**src/rtl/mem_ctrl.sv**
```systemverilog
// mem_ctrl: byte-wide memory controller
//
// Arbitrates byte reads from the instruction-fetch stage (IF) and byte
// reads/writes from the MEM stage onto one synchronous single-port RAM,
// then returns each read byte or write acknowledge to its owner as a
// one-cycle valid strobe, in issue order.
//
// Parameters
//   ADDR_W  : RAM address bits driven (must be below 32)
//   RAM_LAT : RAM read latency, address on ram_addr_o -> data on ram_din_i (1..3)
//
// Ports
//   clk, rst                : clock, asynchronous active-low reset
//   if_req_i/addr_i/lock_i  : IF byte read request, lock keeps IF priority
//   if_grant_o              : combinational IF accept
//   if_valid_o/if_data_o    : registered IF response strobe and byte
//   mem_req_i/we_i/addr_i/wdata_i : MEM access request
//   mem_grant_o             : combinational MEM accept
//   mem_valid_o/mem_data_o  : registered MEM response strobe and byte (0 on write ack)
//   ram_addr_o/wr_o/dout_o  : registered RAM address, write enable, write data
//   ram_din_i               : RAM read data

module mem_ctrl #(
    parameter int unsigned ADDR_W  = 17,
    parameter int unsigned RAM_LAT = 1
) (
    input  logic              clk,
    input  logic              rst,
    input  logic              if_req_i,
    input  logic [31:0]       if_addr_i,
    input  logic              if_lock_i,
    output logic              if_grant_o,
    output logic              if_valid_o,
    output logic [7:0]        if_data_o,
    input  logic              mem_req_i,
    input  logic              mem_we_i,
    input  logic [31:0]       mem_addr_i,
    input  logic [7:0]        mem_wdata_i,
    output logic              mem_grant_o,
    output logic              mem_valid_o,
    output logic [7:0]        mem_data_o,
    output logic [ADDR_W-1:0] ram_addr_o,
    output logic              ram_wr_o,
    output logic [7:0]        ram_dout_o,
    input  logic [7:0]        ram_din_i
);

    typedef enum logic {
        OWN_IF  = 1'b0,
        OWN_MEM = 1'b1
    } owner_e;

    typedef struct packed {
        logic   valid;
        owner_e owner;
        logic   we;
    } tag_t;

    logic if_win;
    logic mem_win;
    tag_t tag_in;
    tag_t tag_out;

    // Stage 0 of the tag pipeline is the grant itself (tag_in); stages
    // 1..RAM_LAT are registered, so stage RAM_LAT lines up with ram_din_i.
    tag_t tag_q [1:RAM_LAT];

    // Address bits above ADDR_W alias onto the same RAM location.
    logic unused_addr_bits;
    assign unused_addr_bits = ^{if_addr_i[31:ADDR_W], mem_addr_i[31:ADDR_W]};

    // Lock beats MEM, MEM beats unlocked IF; nothing granted in reset.
    always_comb begin
        if_win  = 1'b0;
        mem_win = 1'b0;
        if (rst) begin
            if (if_lock_i && if_req_i) begin
                if_win = 1'b1;
            end else if (mem_req_i) begin
                mem_win = 1'b1;
            end else if (if_req_i) begin
                if_win = 1'b1;
            end
        end
    end

    assign if_grant_o  = if_win;
    assign mem_grant_o = mem_win;

    always_comb begin
        tag_in = '0;
        if (if_win) begin
            tag_in.valid = 1'b1;
            tag_in.owner = OWN_IF;
            tag_in.we    = 1'b0;
        end else if (mem_win) begin
            tag_in.valid = 1'b1;
            tag_in.owner = OWN_MEM;
            tag_in.we    = mem_we_i;
        end
    end

    assign tag_out = tag_q[RAM_LAT];

    always_ff @(posedge clk or negedge rst) begin
        if (!rst) begin
            ram_addr_o  <= '0;
            ram_wr_o    <= 1'b0;
            ram_dout_o  <= '0;
            if_valid_o  <= 1'b0;
            if_data_o   <= '0;
            mem_valid_o <= 1'b0;
            mem_data_o  <= '0;
            for (int unsigned i = 1; i <= RAM_LAT; i++) begin
                tag_q[i] <= '0;
            end
        end else begin
            // Issue
            ram_wr_o <= mem_win && mem_we_i;
            if (if_win) begin
                ram_addr_o <= if_addr_i[ADDR_W-1:0];
                ram_dout_o <= '0;
            end else if (mem_win) begin
                ram_addr_o <= mem_addr_i[ADDR_W-1:0];
                ram_dout_o <= mem_we_i ? mem_wdata_i : '0;
            end else begin
                ram_addr_o <= '0;
                ram_dout_o <= '0;
            end

            // Tracking
            tag_q[1] <= tag_in;
            for (int unsigned i = 2; i <= RAM_LAT; i++) begin
                tag_q[i] <= tag_q[i-1];
            end

            // Return
            if_valid_o  <= 1'b0;
            mem_valid_o <= 1'b0;
            if (tag_out.valid) begin
                if (tag_out.owner == OWN_IF) begin
                    if_valid_o <= 1'b1;
                    if_data_o  <= ram_din_i;
                end else begin
                    mem_valid_o <= 1'b1;
                    mem_data_o  <= tag_out.we ? '0 : ram_din_i;
                end
            end
        end
    end

endmodule

```
**config.mk**
```make
export PLATFORM = sky130hd
export DESIGN_NAME = mem_ctrl
export DESIGN_NICKNAME = d
export VERILOG_FILES = /design/src/rtl/mem_ctrl.sv
export SDC_FILE = /design/constraint.sdc
export NUM_CORES = 1
export LEC_CHECK = 0
export ABC_CLOCK_PERIOD_IN_PS = 2700
export CAP_MARGIN = 20
export CORE_MARGIN = 10
export CORE_UTILIZATION = 30
export CTS_CLUSTER_DIAMETER = 40
export DETAILED_ROUTE_END_ITERATION = 16
export PLACE_DENSITY = 0.76
export SLEW_MARGIN = 25
export SYNTH_ARGS = -nofsm -noshare
export SYNTH_HDL_FRONTEND = slang
export SYNTH_SLANG_ARGS = --single-unit
```
**constraint.sdc**
```tcl
create_clock -name clk -period 2.7 [get_ports clk]
set_clock_uncertainty 0.15 [all_clocks]
set_input_delay 0.81 -clock clk [delete_from_list [all_inputs] [get_ports clk]]
set_output_delay 0.81 -clock clk [all_outputs]
set_load 0.01 [all_outputs]
```
==> summary.txt <==
area delta synth->final -> 56.60%
path category of the worst min-delay check -> primary input to asynchronous set/reset pin
CP max stage delay -> 490 ps
die height -> 102.8 µm
vias -> 1608
number of I/O port buffers -> 101
DIE AREA -> 10560 µm²
Residual DRC -> 0
GPL Wtd Cong -> 0.6771
RSZ-0062 raised after global routing -> no
Crit path max-delay family -> buffers and inverters
die width -> 102.8 µm
peak supply drop -> 0.2208 mV
Syn Inst Count -> 158
Routed WL -> 5686 µm
Global Route Usage Sum -> 0.1053
syn_area_per_cell -> 13.01 µm²
CP max stage cell -> clkdlybuf4s50_1
crit-path cells -> clkdlybuf4s50_1 > buf_4 > nand2_1 > nor2_1 > buf_2
library cells used by synthesis -> 22
area occupied by multi-input gates -> 772.0 µm²
layout cell share with drive strength beyond 1 -> 0.2151
CTS sink cnt -> 47
hpwl dp -> 4343 µm
DRC violation total after the first TritonRoute iteration -> 43
post-layout minimum cycle time -> 2639 ps
H-tree Lvls -> 2
hold slack -> 265.8 ps
Clock Pin Slew Worst Setup and Hold Paths -> 90 ps
fin nets -> 350
CP endpoint kind -> primary output
relative slew slack -> 0.4504
first-pass GRT wire length -> 8583 µm
worst path required time -> 1740 ps
number of CTS-inserted buffers -> 5
CP max FO -> 3
WP data arrival -> 1680 ps
YS warnings -> 0
CTS Root Cell -> clkbuf_8
initial core utilization -> 0.3060
outcome -> finished, final reports clean
most frequent cell after synthesis -> dfrtp_1
EDFF count, synth -> 0
worst reg2reg endpoint -> if_data_o[3]$_DFFE_PN0P_
vias per cell -> 4.661
worst-case reg-to-reg path depth -> 2
Inst Count DP -> 337
ys async rst share -> 1.000
setup TNS -> 0 ps
largest net degree at the start of global routing -> 79
Clock Latency Late Sink -> 300 ps
WL per Instance -> 16.48 µm
Final Max Tran Viols -> 0
Final Non-Filler Cells -> 345
CTS tree -> yes
number of nets with antenna violations after routing -> 0
sequential-to-total area share from yosys stat -> 0.5721
diode count -> 0
row cnt -> 30
mapped cell area -> 2056 µm²
Max Root-Sink Buffers -> 2
r2r setup slk -> 1290 ps
PD cells -> 518.7 nW/µm²
Fillers -> 616
Core Util, Final -> 0.4791
initial antenna violation count -> 0
period utilization -> 0.9775
Synth area leaders -> dfrtp_1, mux2_2, o32ai_2
hold buffers post-CTS -> 0
Setup crit start kind -> primary input
I/O pin cnt -> 132
number of global-route vias before repair -> 1655
Pleak -> 1.373 nW
Synth area leader -> dfrtp_1
grt total ovfl -> 0
Seq cells post-synth -> 47
Commonest cells post-synth -> dfrtp_1, nand2_1, mux2_2
FF-to-FF Start -> tag_out[1]$_DFF_PN0_
Synth top area share -> 0.5721
Syn Nets -> 244
core area -> 6719 µm²
WS Path Type -> primary input to primary output
# Max-Cap Violations -> 0
fmax -> 378.9 MHz
Slew @ Worst Pin -> 824.5 ps
Post-synth top flop -> dfrtp_1
Hold Vio Cnt, Final -> 0
FF+latch area -> 1176 µm²
Pre-antenna DRT Iters -> 4
Final Setup Violations -> 0
worst path buffer plus inverter count -> 3
-- timing repair --
item                                    4_1_cts  5_1_grt
endpoints found under the hold margin         0        0
endpoints found under the setup margin        2        0
gates resized for setup                      10        0
setup buffers                                 0        0
-- placed cells by master (no fill, tap or decap) --
cell type	Yosys	routed
clkdlybuf4s50_1	0	97
dfrtp_1	47	47
nand2_1	37	37
mux2_2	16	16
buf_4	4	11
o32ai_2	9	9
nor2b_1	8	8
o32ai_1	7	7
and4bb_2	6	6
clkbuf_8	0	5
nor2_1	3	2
nor4bb_1	2	2
inv_1	2	2
nor3b_1	2	2
clkinv_2	0	2
buf_2	4	2
nor2b_4	1	1
inv_2	1	1
a21bo_2	1	1
o32ai_4	1	1
and2_1	1	1
nor2_2	0	1
nand2b_1	1	1
o21a_1	1	1
inv_6	0	1
dlygate4sd2_1	0	1
-- final cells by class --
cell class / instances / share of cell area
Timing Repair Buffer: 111 / 0.3331
Clock inverter: 3 / 0.005830
Inverter: 3 / 0.003498
Multi-Input combinational cell: 96 / 0.2398
Clock buffer: 5 / 0.02138
Tap cell: 80 / 0.03109
Sequential cell: 47 / 0.3653
-- metal layers --
| metal | routed length [µm] | up-vias | global-route usage |
|---|---|---|---|
| li1 | - | 761 | - |
| met1 | 2196 | 775 | 0.1141 |
| met2 | 2812 | 63 | 0.1781 |
| met3 | 602 | 9 | 0.05295 |
| met4 | 75 | 0 | 0.02888 |
| met5 | 0 | - | 0 |
-- registers in the layout, indices dropped and copies added, names as in the netlist --
name,cells
if_data_o,8
if_valid_o,1
mem_data_o,8
mem_valid_o,1
ram_addr_o,17
ram_dout_o,8
ram_wr_o,1
tag_out,3
-- how the worst max path moves through the flow --
| stage | from | to | slack, ps | cells after the start |
|---|---|---|---|---|
| 2_1_floorplan | mem_req_i | if_grant_o | 380 | 4 |
| 3_3_place_gp | if_req_i | mem_grant_o | -420 | 4 |
| 3_5_place_dp | mem_req_i | mem_grant_o | -440 | 4 |
| 4_1_cts | if_req_i | mem_grant_o | 30 | 4 |
| 5_1_grt | if_req_i | mem_grant_o | 3 | 4 |
| 6_report | if_req_i | if_grant_o | 60 | 5 |
-- metrics by stage --
step	setup slack, ps	power (mW)	instance area, µm²
floorplan	381.3	0.9903	2056
global placement	-417.6	1.253	3141
detailed placement	-435.7	1.265	3141
CTS	31.98	1.702	3219
global route	3.407	1.756	3219
finish	60.67	1.670	3219
-- report_power, final --
group | internal, mW | switching (mW)
clock network | 0.183 | 0.248
registers | 0.775 | 0.0311
logic | 0.268 | 0.165
total | 1.23 | 0.444
-- cell families (layout without fill, tap and decap cells) --
logic type	after synthesis	in the layout	synth area share
DFF	47	47	0.5721
buffers and inverters	15	122	0.05356
AOI/OAI and AO/OA	19	19	0.1229
and+or+nand+nor	61	61	0.1637
muxes	16	16	0.08764
(Power assumes the default switching activity.)
